--- src/rtl/platform_scroller.sv ---
// Doodle Jump platform position table: initialises slots at a fixed pitch,
// scrolls them down once per frame and recycles fallen platforms to the top.
module platform_scroller #(
   parameter int NUM_PLAT = 16,
   parameter int SCREEN_H = 480,
   parameter int SPACING  = 30,
   parameter int MIN_X    = 4
) (
   input  logic                   Clk,
   input  logic                   Reset,
   input  logic                   frame_clk,
   input  logic                   start,
   input  logic [4:0]             scroll_amt,
   input  logic [9:0]             rand_x,
   output logic [NUM_PLAT*10-1:0] plat_x,
   output logic [NUM_PLAT*10-1:0] plat_y,
   output logic                   busy,
   output logic                   update_done,
   output logic                   frame_overrun,
   output logic [15:0]            recycle_cnt
);

   localparam int IW = $clog2(NUM_PLAT);
   localparam logic [IW-1:0] LAST_IDX = IW'(NUM_PLAT - 1);

   typedef enum logic [1:0] {ST_INIT, ST_IDLE, ST_SCROLL, ST_DONE} state_t;

   state_t        state_reg, state_next;
   logic [IW-1:0] idx_reg;
   logic [4:0]    lat_reg;
   logic [15:0]   cnt_reg;
   logic          meta_reg, sync_reg, sync_d_reg;
   logic          fe;
   logic          init_we, scroll_we;
   logic [9:0]    new_x, cur_y, wrap_y;
   logic [10:0]   ny;
   logic          wrap;
   logic          unused_bits;

   // Only 9 random bits are used so X stays within 4..515.
   assign unused_bits = rand_x[9];

   always_ff @(posedge Clk) begin
      if (!Reset) begin
         meta_reg   <= 1'b0;
         sync_reg   <= 1'b0;
         sync_d_reg <= 1'b0;
      end else begin
         meta_reg   <= frame_clk;
         sync_reg   <= meta_reg;
         sync_d_reg <= sync_reg;
      end
   end

   assign fe = sync_reg & ~sync_d_reg;

   assign new_x  = {1'b0, rand_x[8:0]} + 10'(MIN_X);
   assign cur_y  = plat_y[idx_reg*10 +: 10];
   assign ny     = {1'b0, cur_y} + {6'b0, lat_reg};
   assign wrap   = (ny >= 11'(SCREEN_H));
   assign wrap_y = 10'(ny - 11'(SCREEN_H));

   always_ff @(posedge Clk) begin
      if (!Reset) state_reg <= ST_INIT;
      else        state_reg <= state_next;
   end

   always_comb begin
      state_next = state_reg;
      case (state_reg)
         ST_INIT:   if (idx_reg == LAST_IDX) state_next = ST_IDLE;
         ST_IDLE:   if (fe) state_next = (scroll_amt != 5'd0) ? ST_SCROLL : ST_DONE;
         ST_SCROLL: if (idx_reg == LAST_IDX) state_next = ST_DONE;
         default:   state_next = ST_IDLE;
      endcase
      if (start) state_next = ST_INIT;
   end

   always_comb begin
      busy          = (state_reg != ST_IDLE);
      update_done   = (state_reg == ST_DONE);
      frame_overrun = fe && (state_reg != ST_IDLE) && !start;
      init_we       = (state_reg == ST_INIT) && !start;
      scroll_we     = (state_reg == ST_SCROLL) && !start;
   end

   always_ff @(posedge Clk) begin
      if (!Reset) begin
         idx_reg <= '0;
         lat_reg <= 5'd0;
         cnt_reg <= 16'd0;
      end else if (start) begin
         idx_reg <= '0;
         cnt_reg <= 16'd0;
      end else begin
         case (state_reg)
            ST_INIT: begin
               idx_reg <= idx_reg + 1'b1;
               cnt_reg <= 16'd0;
            end
            ST_IDLE: begin
               if (fe) begin
                  idx_reg <= '0;
                  lat_reg <= scroll_amt;
               end
            end
            ST_SCROLL: begin
               idx_reg <= idx_reg + 1'b1;
               if (wrap && cnt_reg != 16'hFFFF) cnt_reg <= cnt_reg + 16'd1;
            end
            default: ;
         endcase
      end
   end

   assign recycle_cnt = cnt_reg;

   generate
      for (genvar gi = 0; gi < NUM_PLAT; gi++) begin : g_slot
         logic [9:0] x_reg, y_reg;
         logic       sel;

         assign sel = (idx_reg == IW'(gi));

         always_ff @(posedge Clk) begin
            if (!Reset) begin
               x_reg <= 10'd0;
               y_reg <= 10'd0;
            end else if (init_we && sel) begin
               x_reg <= new_x;
               y_reg <= 10'(gi * SPACING);
            end else if (scroll_we && sel) begin
               if (wrap) begin
                  x_reg <= new_x;
                  y_reg <= wrap_y;
               end else begin
                  y_reg <= ny[9:0];
               end
            end
         end

         assign plat_x[gi*10 +: 10] = x_reg;
         assign plat_y[gi*10 +: 10] = y_reg;
      end
   endgenerate

endmodule

--- config.mk ---
export PLATFORM = sky130hd
export DESIGN_NAME = platform_scroller
export DESIGN_NICKNAME = d
export VERILOG_FILES = /design/src/rtl/platform_scroller.sv
export SDC_FILE = /design/constraint.sdc
export NUM_CORES = 1
export LEC_CHECK = 0
export ABC_AREA = 1
export ABC_CLOCK_PERIOD_IN_PS = 4500
export CAP_MARGIN = 20
export CORE_UTILIZATION = 46
export CTS_CLUSTER_DIAMETER = 30
export CTS_CLUSTER_SIZE = 40
export DETAILED_ROUTE_END_ITERATION = 7
export PLACE_DENSITY = 0.77
export SYNTH_ARGS = -nofsm -noshare
export SYNTH_HDL_FRONTEND = slang
export SYNTH_SLANG_ARGS = --single-unit
--- constraint.sdc ---
create_clock -name Clk -period 4.5 [get_ports Clk]
set_clock_uncertainty 0.1 [all_clocks]
set_input_delay 1.125 -clock Clk [delete_from_list [all_inputs] [get_ports Clk]]
set_output_delay 1.125 -clock Clk [all_outputs]
set_load 0.01 [all_outputs]
# [After elaboration in Yosys (flattened, before gate mapping)]
# Index checks and enable logic that the tools add are counted.
[totals] word_cells=276 reg_bits=350 inputBits=19 output_inout_bits=339
[classes] bitwise_logic=4 mux=73 n_eq_ne=24 mul=1 magnitude_cmp=1 reduce_logical=113 addsub=5 shifts=1
[ops] op="10-bit 2-to-1 mux" n=34
[ops] op="160-bit by 9-bit indexed part select with 10-bit output" n=1
[ops] op="9-bit 2-to-1 mux" n=14
[ops] op="2-bit nonzero test" n=34
[ops] op="8-bit 2-to-1 mux" n=8
[ops] op="1-bit logical AND" n=37
[ops] op="2-bit AND reduction" n=18
[ops] op="2-bit OR reduction" n=18
[ops] op="4-bit equality test (second input constant)" n=8
[ops] op="16-bit case mux with 2 select lines" n=1
[ops] op="7-bit 2-to-1 mux" n=4
[ops] op="16-bit by 1-bit adder with 16-bit output (second input constant)" n=1
[ops] op="4-bit by 3-bit equality test with 1-bit output (second input constant)" n=4
[ops] op="16-bit 2-to-1 mux" n=1
[ops] op="16-bit inequality test (second input constant)" n=1
[ops] op="6-bit 2-to-1 mux" n=2
[ops] op="10-bit by 5-bit adder with 11-bit output" n=1
[ops] op="11-bit by 9-bit greater-or-equal comparator with 1-bit output (second input constant)" n=1
[ops] op="9-bit by 3-bit adder with 10-bit output (second input constant)" n=1
[ops] op="5-bit 2-to-1 mux" n=2
[ops] op="10-bit by 9-bit subtractor with 10-bit output (second input constant)" n=1
[ops] op="4-bit by 2-bit equality test with 1-bit output (second input constant)" n=2
[ops] op="4-bit case mux with 2 select lines" n=1
[ops] op="4-bit by 3-bit multiplier with 7-bit output (second input constant)" n=1
[ops] op="other kinds (17)" n=26

# [Depth between registers and ports, before layout]
# Gate-level depths: netlist of run 1.
[depth] depth_word=7 depth_mapped=31 ltp_nobuf=25

# [Worst setup path after synthesis of run 1]
# OpenSTA, ideal clock, no wires.
[synth_timing] path_type="register -> register" start="register idx_reg[0]" end="register g_slot[0].x_reg[6]" setup_time_ps=113 path_buffers=6 slack_ps=117 stages_incl_launch_ff=32 period_less_slack_ps=4383 arrival_ps=4171 t_required_ps=4287 cell_sequence="dfxtp_1 > inv_2 > buf_2 > buf_2 > buf_1 > clkbuf_1 > a21oi_1 > o21ai_0 > o21ai_0 > nand2_1 > nand4_1 > ha_1 > fa_1 > nand3_1 > nand2_1 > a21oi_1 > inv_1 > nand3_1 > nand2_1 > inv_1 > ha_1 > inv_1 > nor2_1 > nand2_2 > nand3_4 > buf_6 > nand2_2 > nand2_2 > buf_4 > nand2_1 > nand2_1 > nor2_1"
[synth_between] elab_chain_cells=6 elab_cells_between_ends=11 classes_between="add/sub: 1; mul: 1; order compare: 1; shift: 1; mux: 1; reduce/logical: 6"
[synth_lines] item="start: declaration" line="29" rtl="logic [IW-1:0] idx_reg;"
[synth_lines] item="start signal: assignment" line="98" rtl="idx_reg <= idx_reg + 1'b1;"
[synth_lines] item="start signal: assignment" line="108" rtl="idx_reg <= idx_reg + 1'b1;"
[synth_lines] item="4-bit by 3-bit multiplier with 7-bit output" line="58" rtl="assign cur_y = plat_y[idx_reg*10 +: 10];"
[synth_lines] item="160-bit by 9-bit indexed part select with 10-bit output" line="58"
[synth_lines] item="10-bit by 5-bit adder with 11-bit output" line="59" rtl="assign ny = {1'b0, cur_y} + {6'b0, lat_reg};"
[synth_lines] item="11-bit by 9-bit greater-or-equal comparator with 1-bit output" line="60" rtl="assign wrap = (ny >= 11'(SCREEN_H));"
[synth_lines] item="2-bit nonzero test (no line)"
[synth_lines] item="2-bit AND reduction (no line)"
[synth_lines] item="end signal: assignment" line="130" rtl="x_reg <= new_x;"
[synth_lines] item="end signal: assignment" line="134" rtl="x_reg <= new_x;"
[synth_lines] item="end: declaration" line="120" rtl="logic [9:0] x_reg, y_reg;"
# Several ways; a longest one is shown, not always the timed one.
# A chain may end at the register's enable or synchronous reset.

# [Worst setup path in the final report of run 1]
[layout_timing] start="register idx_reg[0]" end="register g_slot[7].x_reg[3]"
[layout_between] elab_chain_cells=6 elab_cells_between_ends=11 classes_between="add/sub: 1; mul: 1; order compare: 1; eq/ne: 1; shift: 1; mux: 1; reduce/logical: 5"
[layout_lines] item="4-bit by 3-bit multiplier with 7-bit output" line="58"
[layout_lines] item="160-bit by 9-bit indexed part select with 10-bit output" line="58"
[layout_lines] item="10-bit by 5-bit adder with 11-bit output" line="59"
[layout_lines] item="11-bit by 9-bit greater-or-equal comparator with 1-bit output" line="60"
[layout_lines] item="2-bit nonzero test (no line)"
[layout_lines] item="2-bit AND reduction (no line)"
[layout_lines] item="end signal: assignment" line="130"
[layout_lines] item="end signal: assignment" line="134"
[layout_lines] item="end: declaration" line="120"
# Several ways; a longest one is shown, not always the timed one.

==> results of run 1 <==
## path summary, 6_finish.rpt
| kind | start | end | slack [ns] | cells past startpoint |
|---|---|---|---|---|
| min | meta_reg | sync_reg | 0.31 | 2 |
| max reg2reg | idx_reg[0] | g_slot[7].x_reg[3] | 0.22 | 27 |
| min reg2reg | meta_reg | sync_reg | 0.31 | 2 |
| max | idx_reg[0] | g_slot[7].x_reg[3] | 0.22 | 27 |
## synthesized netlist by cell type, drive strengths merged
library cell	n	area [µm²]
a2111o	2	22.5
a211oi	16	120
a21boi	2	15.0
a21o	1	7.51
a21oi	251	1260
a221oi	12	105
a31oi	2	12.5
a41oi	1	8.76
and2	1	6.26
buf	46	352
clkbuf	69	259
clkinv	3	11.3
dfxtp	350	7010
fa	1	20.0
ha	16	200
inv	284	1070
nand2	499	2040
nand3	159	808
nand3b	2	15.0
nand4	12	75.1
nor2	331	1250
nor3	30	155
nor3b	3	22.5
nor4	4	25.0
o211ai	11	82.6
o21a	1	7.51
o21ai	172	865
o21bai	4	30.0
o22ai	9	56.3
xnor2	5	43.8
xor2	12	105
## timing repair
item / CTS / global route
setup buffers: 0 / 0
hold endpoints to repair: 0 / 0
setup endpoints to repair: 0 / 229
gates resized for setup: 0 / 19
## layer usage
layer | global-route usage (%) | up-vias | share of wire (%)
met5 | 0 | - | 0
met4 | 18.1 | 0 | 4.8
met3 | 11.0 | 165 | 12
met2 | 52.1 | 981 | 44
met1 | 40.3 | 8120 | 39
li1 | - | 8235 | -
## logic make-up (layout without fill, tap and decap cells)
kind of cell / count (synthesis) / count (layout) / share of synthesized area [%]
AO/OA/AOI/OAI: 484 / 484 / 16.1
buffers and inverters: 402 / 846 / 10.5
XOR/XNOR: 17 / 17 / 0.927
AND/OR/NAND/NOR: 1041 / 1041 / 27.4
flip-flops: 350 / 350 / 43.6
adder cells (fa/ha/maj): 17 / 17 / 1.37
## cell usage in the layout (no fill, tap or decap), drive strengths merged
master,synthesis,final
o21a,1,1
bufinv,0,7
clkbuf,69,97
nor3,30,30
dfxtp,350,350
a211oi,16,16
a21o,1,1
and2,1,1
a31oi,2,2
o21bai,4,4
xnor2,5,5
a21oi,251,251
a221oi,12,12
o211ai,11,11
nand2,499,499
a21boi,2,2
ha,16,16
nor2,331,331
nor3b,3,3
o21ai,172,172
buf,46,62
inv,284,298
clkdlybuf4s50,0,355
clkinv,3,20
o22ai,9,9
a41oi,1,1
xor2,12,12
nand3b,2,2
nor4,4,4
fa,1,1
a2111o,2,2
clkinvlp,0,7
nand4,12,12
nand3,159,159
## final cells by class
type / instances / share of cell area, %
clock buffers: 96 / 9.33
inverters: 287 / 4.75
multi-input cells: 1559 / 32.6
repair buffers: 418 / 18.1
well taps: 455 / 2.49
clock inverters: 45 / 2.11
flip-flops and latches: 350 / 30.7
## per-stage QoR
stage	area (µm²)	setup slack [ns]	instances
CTS	22700	0.0633	3209
global placement	20100	0.228	3068
global route	22800	0.00901	3210
detailed placement	20100	0.148	3068
finish	22800	0.224	3210
floorplan	16100	0.117	2311
## power groups by stage
stage / Combinational, mW / Sequential, mW / Clock (mW)
2_1_floorplan: 0.269 / 3.20 / 0
3_3_place_gp: 0.467 / 3.20 / 0
3_5_place_dp: 0.473 / 3.20 / 0
4_1_cts: 0.477 / 3.14 / 5.68
5_1_grt: 0.524 / 3.14 / 5.86
6_report: 0.493 / 3.14 / 5.65
## worst max-delay path: cells and delay by family, from the launching register on
family	cells	cell delay [ns]
compound gates	5	0.74
simple gates	12	1.31
fa+ha+maj	3	0.82
buf+inv	7	0.84
flops	1	0.34
==> reports/qor.yml, run 1 <==
cells_and_area:
  area_growth_pct: 42.3
  diodes: 0
  layout.nets: 2730
  fill_cells: 2899
  drive_gt1_share_pct: 9.26
  final_core_util_pct: 66.3
  seq_area_um2: 7010
  multi_input_area_um2: 7430
global_routing:
  grt_usage_pct: 33.3
  antenna_found_initial: 0
  grt_pass1_vias: 16814
  gr-total-overflow: 0
  grt_pass1_wl_um: 92300
  grt_max_degree: 100
setup_path:
  cp-start-kind: "flip-flop"
  critPathRequiredTime_ns: 4.90
  endpoint_kind: "flip-flop"
  critPathKind: "flip-flop to flip-flop"
  cp_slowest_stage_delay_ns: 0.41
  cpMaxStageDelayCell: "fa_1"
  crit_path_frequent_cell: "nand2_1"
  path_max_fanout: 50
  arrival_ns: 4.68
sta:
  worstMarginPinSlew_ns: 1.07
  finalSetupViolations: 0
  fmax_mhz: 234
  fin_crit_ns: 4.28
  timing.final.crit_share_pct: 95.0
  hold_viol_final: 0
  holdWs_ns: 0.307
  maxSlewHeadroom_pct: 28.5
  setup_tns_ns: 0
  slew_violations: 0
  rsz0062_at_grt: "false"
power:
  intPower_mw: 7.06
  p_comb_share_pct: 5.3
  p_leak_nw: 9.47
  p_sw_mw: 2.23
  p_seq_share_pct: 33.8
  switching_share_pct: 24.0
  power_frac_clock_pct: 60.9
  p_total_mw: 9.29
  peakVddDrop_mv: 0.437
  power_density_nw_per_um2: 407
logic_synthesis:
  yosysSeqAreaShare_pct: 43.6
  synthCells: 2311
  yosys_warnings: 0
  syn_avg_cell_area_um2: 6.95
  synth_nets: 2347
  syn_area_um2: 16100
  synth_seq_cells: 350
  ys_types: 43
detailed_routing:
  drt-initial-drc-count: 1882
  routedWlPerCell_um: 19.0
  vias: 17501
  wirelength_um: 61000
  vias_per_cell: 5.45
  drc_errors: 0
  drtAntennaViolNets: 0
  dr.pass1.iters: 6
clocking:
  ctsLongestPathBuffers: 3
  cts_tree: "done"
  cts_root_buf: "clkbuf_16"
  htree_levels: 3
  cts_buffers: 78
  clk_latency_ns: 0.58
  clkSlewWorstSetupHoldPaths_ns: 0.05
  cts.sinks: 350
  cts_hold_buf: 0
floorplan:
  ios: 358
  die-area_um2: 35600
  num_rows: 68
  initial_utilization_pct: 46.6
  dieHeight_um: 189
  dieWidth_um: 189
  core-area_um2: 34500
min_path:
  hp-class: "flip-flop to flip-flop"
placement:
  portBuffers: 356
  dp_hpwl_um: 43400
  gp_congestion: 0.964
run:
  cap_viol_max_count: 0
run_status:
  status: "complete, no violations"
Power figures use the tool's default switching activity.
==> run 2: changes to the inputs <==
Settings changed: MAX_ROUTING_LAYER set to met4.
==> reports/qor.yml, run 2 (synthesized netlist as in run 1, its figures left out) <==
setup_path:
  timing.rr.start: "idx_reg[0]"
  r2r_end: "recycle_cnt[7]"
  arrival_ns: 4.67  # about the same
  critPathKind: "flip-flop to flip-flop"
  r2r_cells: 22  # -19%
  regToRegSetupSlack_ns: 0.22  # about the same
  cp-endpoint: "recycle_cnt[7]"
  cp-start-kind: "flip-flop"
  critPathRequiredTime_ns: 4.89  # about the same
  path_max_fanout: 17  # -66%
  crit_start: "idx_reg[0]"
  endpoint_kind: "flip-flop"
sta:
  timing.final.crit_share_pct: 95.1  # about the same
  slew_violations: 0  # unchanged
  holdWs_ns: 0.315  # +0.00779 ns
  maxSlewHeadroom_pct: 29.6  # +1.0 points
  fmax_mhz: 234  # about the same
  finalSetupViolations: 0  # unchanged
  fin_crit_ns: 4.28  # +0.00112 ns
  worstMarginPinSlew_ns: 1.06  # -0.0156 ns
  rsz0062_at_grt: "false"
  setup_tns_ns: 0  # unchanged
  hold_viol_final: 0  # unchanged
floorplan:
  die-area_um2: 35600  # unchanged
  core-area_um2: 34500  # unchanged
  num_rows: 68  # unchanged
  ios: 358  # unchanged
  dieWidth_um: 189  # unchanged
  initial_utilization_pct: 46.6  # unchanged
  dieHeight_um: 189  # unchanged
global_routing:
  grt_pass1_wl_um: 93700  # +1.6%
  antenna_found_initial: 0  # unchanged
  gr-total-overflow: 0  # unchanged
  grt_max_degree: 100  # unchanged
  grt_usage_pct: 34.9  # +1.6 points
  grt_pass1_vias: 16805  # -0.054%
detailed_routing:
  drt-initial-drc-count: 1688  # -10%
  dr.pass1.iters: 5  # -1
  drtAntennaViolNets: 0  # unchanged
  routedWlPerCell_um: 19.3  # +1.7%
  vias: 17523  # +0.13%
  drc_errors: 0  # unchanged
  wirelength_um: 62300  # +2.2%
  vias_per_cell: 5.43  # -0.34%
clocking:
  cts_tree: "done"
  cts_setup_buffers: 0  # unchanged
  cts_buffers: 80  # +2.6%
  cts_hold_buf: 0  # unchanged
  cts.sinks: 350  # unchanged
  clkSlewWorstSetupHoldPaths_ns: 0.05  # about the same
  ctsLongestPathBuffers: 3  # unchanged
  cts_root_buf: "clkbuf_16"
  htree_levels: 3  # unchanged
  clk_latency_ns: 0.59  # about the same
placement:
  portBuffers: 356  # unchanged
  dp_hpwl_um: 43900  # +1.1%
  gp_congestion: 0.983  # +1.9%
  dp.cells: 3076  # +0.26%
cells_and_area:
  area_growth_pct: 45.0
  final_cell_mix: "nand2_1 (461), clkdlybuf4s50_1 (355), dfxtp_1 (348), nor2_1 (327), inv_1 (275)"
  diodes: 0  # unchanged
  drive_gt1_share_pct: 9.68  # +0.42 points
  final_common_cell: "nand2_1"
  fin_cells: 3225  # +0.47%
  layout.nets: 2741  # +0.40%
min_path:
  hp-class: "flip-flop to flip-flop"
  hold_start: "meta_reg"
  holdPathStages: 2  # unchanged
run_status:
  status: "complete, no violations"
power:
  peakVddDrop_mv: 0.380  # -13%
  power_density_nw_per_um2: 426  # +4.7%
  p_leak_nw: 9.68  # +2.2%
  p_total_mw: 9.92  # +6.8%
run:
  cap_viol_max_count: 0  # unchanged
[run 2: cell types whose count changed in the layout (fill, tap and decap cells not counted), sizes merged]
cell      delta
buf          +8
inv          -8
clkinvlp     -4
bufinv       +8
clkbuf       +8
clkinv       +3
[run 2: through the flow]
step	cell area, µm²	worst slack (ns)	util (%)
2_1_floorplan	16100	0.117	-
3_3_place_gp	20200	0.225	58.7
3_5_place_dp	20200	0.131	58.7
4_1_cts	23100	0.114	67.2
5_1_grt	23300	0.00979	67.6
6_report	23300	0.223	67.6
[run 2: critical path, cell delays in order, from the launching register on]
cell      delay, ns
dfxtp_4        0.38
buf_12         0.17
o21ai_0        0.36
a21oi_1        0.12
a2111o_1       0.44
ha_1           0.37
a21oi_1        0.21
nand2_1        0.11
a21oi_2        0.22
inv_1          0.07
nand3_1        0.10
nand2_1        0.06
inv_1          0.08
ha_1           0.17
inv_1          0.06
nor2_1         0.13
nand2_2        0.09
nand3_4        0.17
buf_4          0.19
nand2_4        0.05
nand2_2        0.26
nand2_1        0.11
a21oi_1        0.16
[run 2: layout make-up]
type | instances | area [µm²]
timing repair buffer | 427 | 4260
fill | 2793 | 11200
inverter | 287 | 1090
tap | 455 | 569
clock buffer | 103 | 2250
sequential | 350 | 7010
clock inverter | 44 | 671
multi-input combinational | 1559 | 7430
[run 2: worst min-delay path by stage]
stage,endpoint,slack [ns]
6_report,sync_reg,0.31
5_1_grt,sync_reg,0.36
4_1_cts,sync_reg,0.32
3_5_place_dp,sync_reg,0.31
3_3_place_gp,sync_reg,0.30
2_1_floorplan,sync_reg,0.29
[run 2: routing by layer]
metal  vias up  routed length (µm)  track usage, %
li1       8251                   -               -
met1      8082               24700            41.7
met2       986               28200            53.9
met3       204                6630            9.91
met4         0                2790            16.7
met5         -                   0               -
[run 2: power by group]
part / switching (mW) / leakage, nW / total (mW) / internal, mW
Sequential: 0.0142 / 2.82 / 3.14 / 3.13
Combinational: 0.342 / 5.42 / 0.509 / 0.167
Clock: 1.88 / 1.43 / 6.27 / 4.39
[run 2: what timing repair did]
| item | in CTS | in global routing |
|---|---|---|
| endpoints found under the setup margin | 0 | 231 |
| gates resized for setup | 0 | 23 |
| hold endpoints to repair | 0 | 0 |
==> run 3: changes to the inputs <==
Settings changed: SLEW_MARGIN set to 20.
==> results of run 3 <==
Final layout, timing and power as in run 2 (identical DEF).
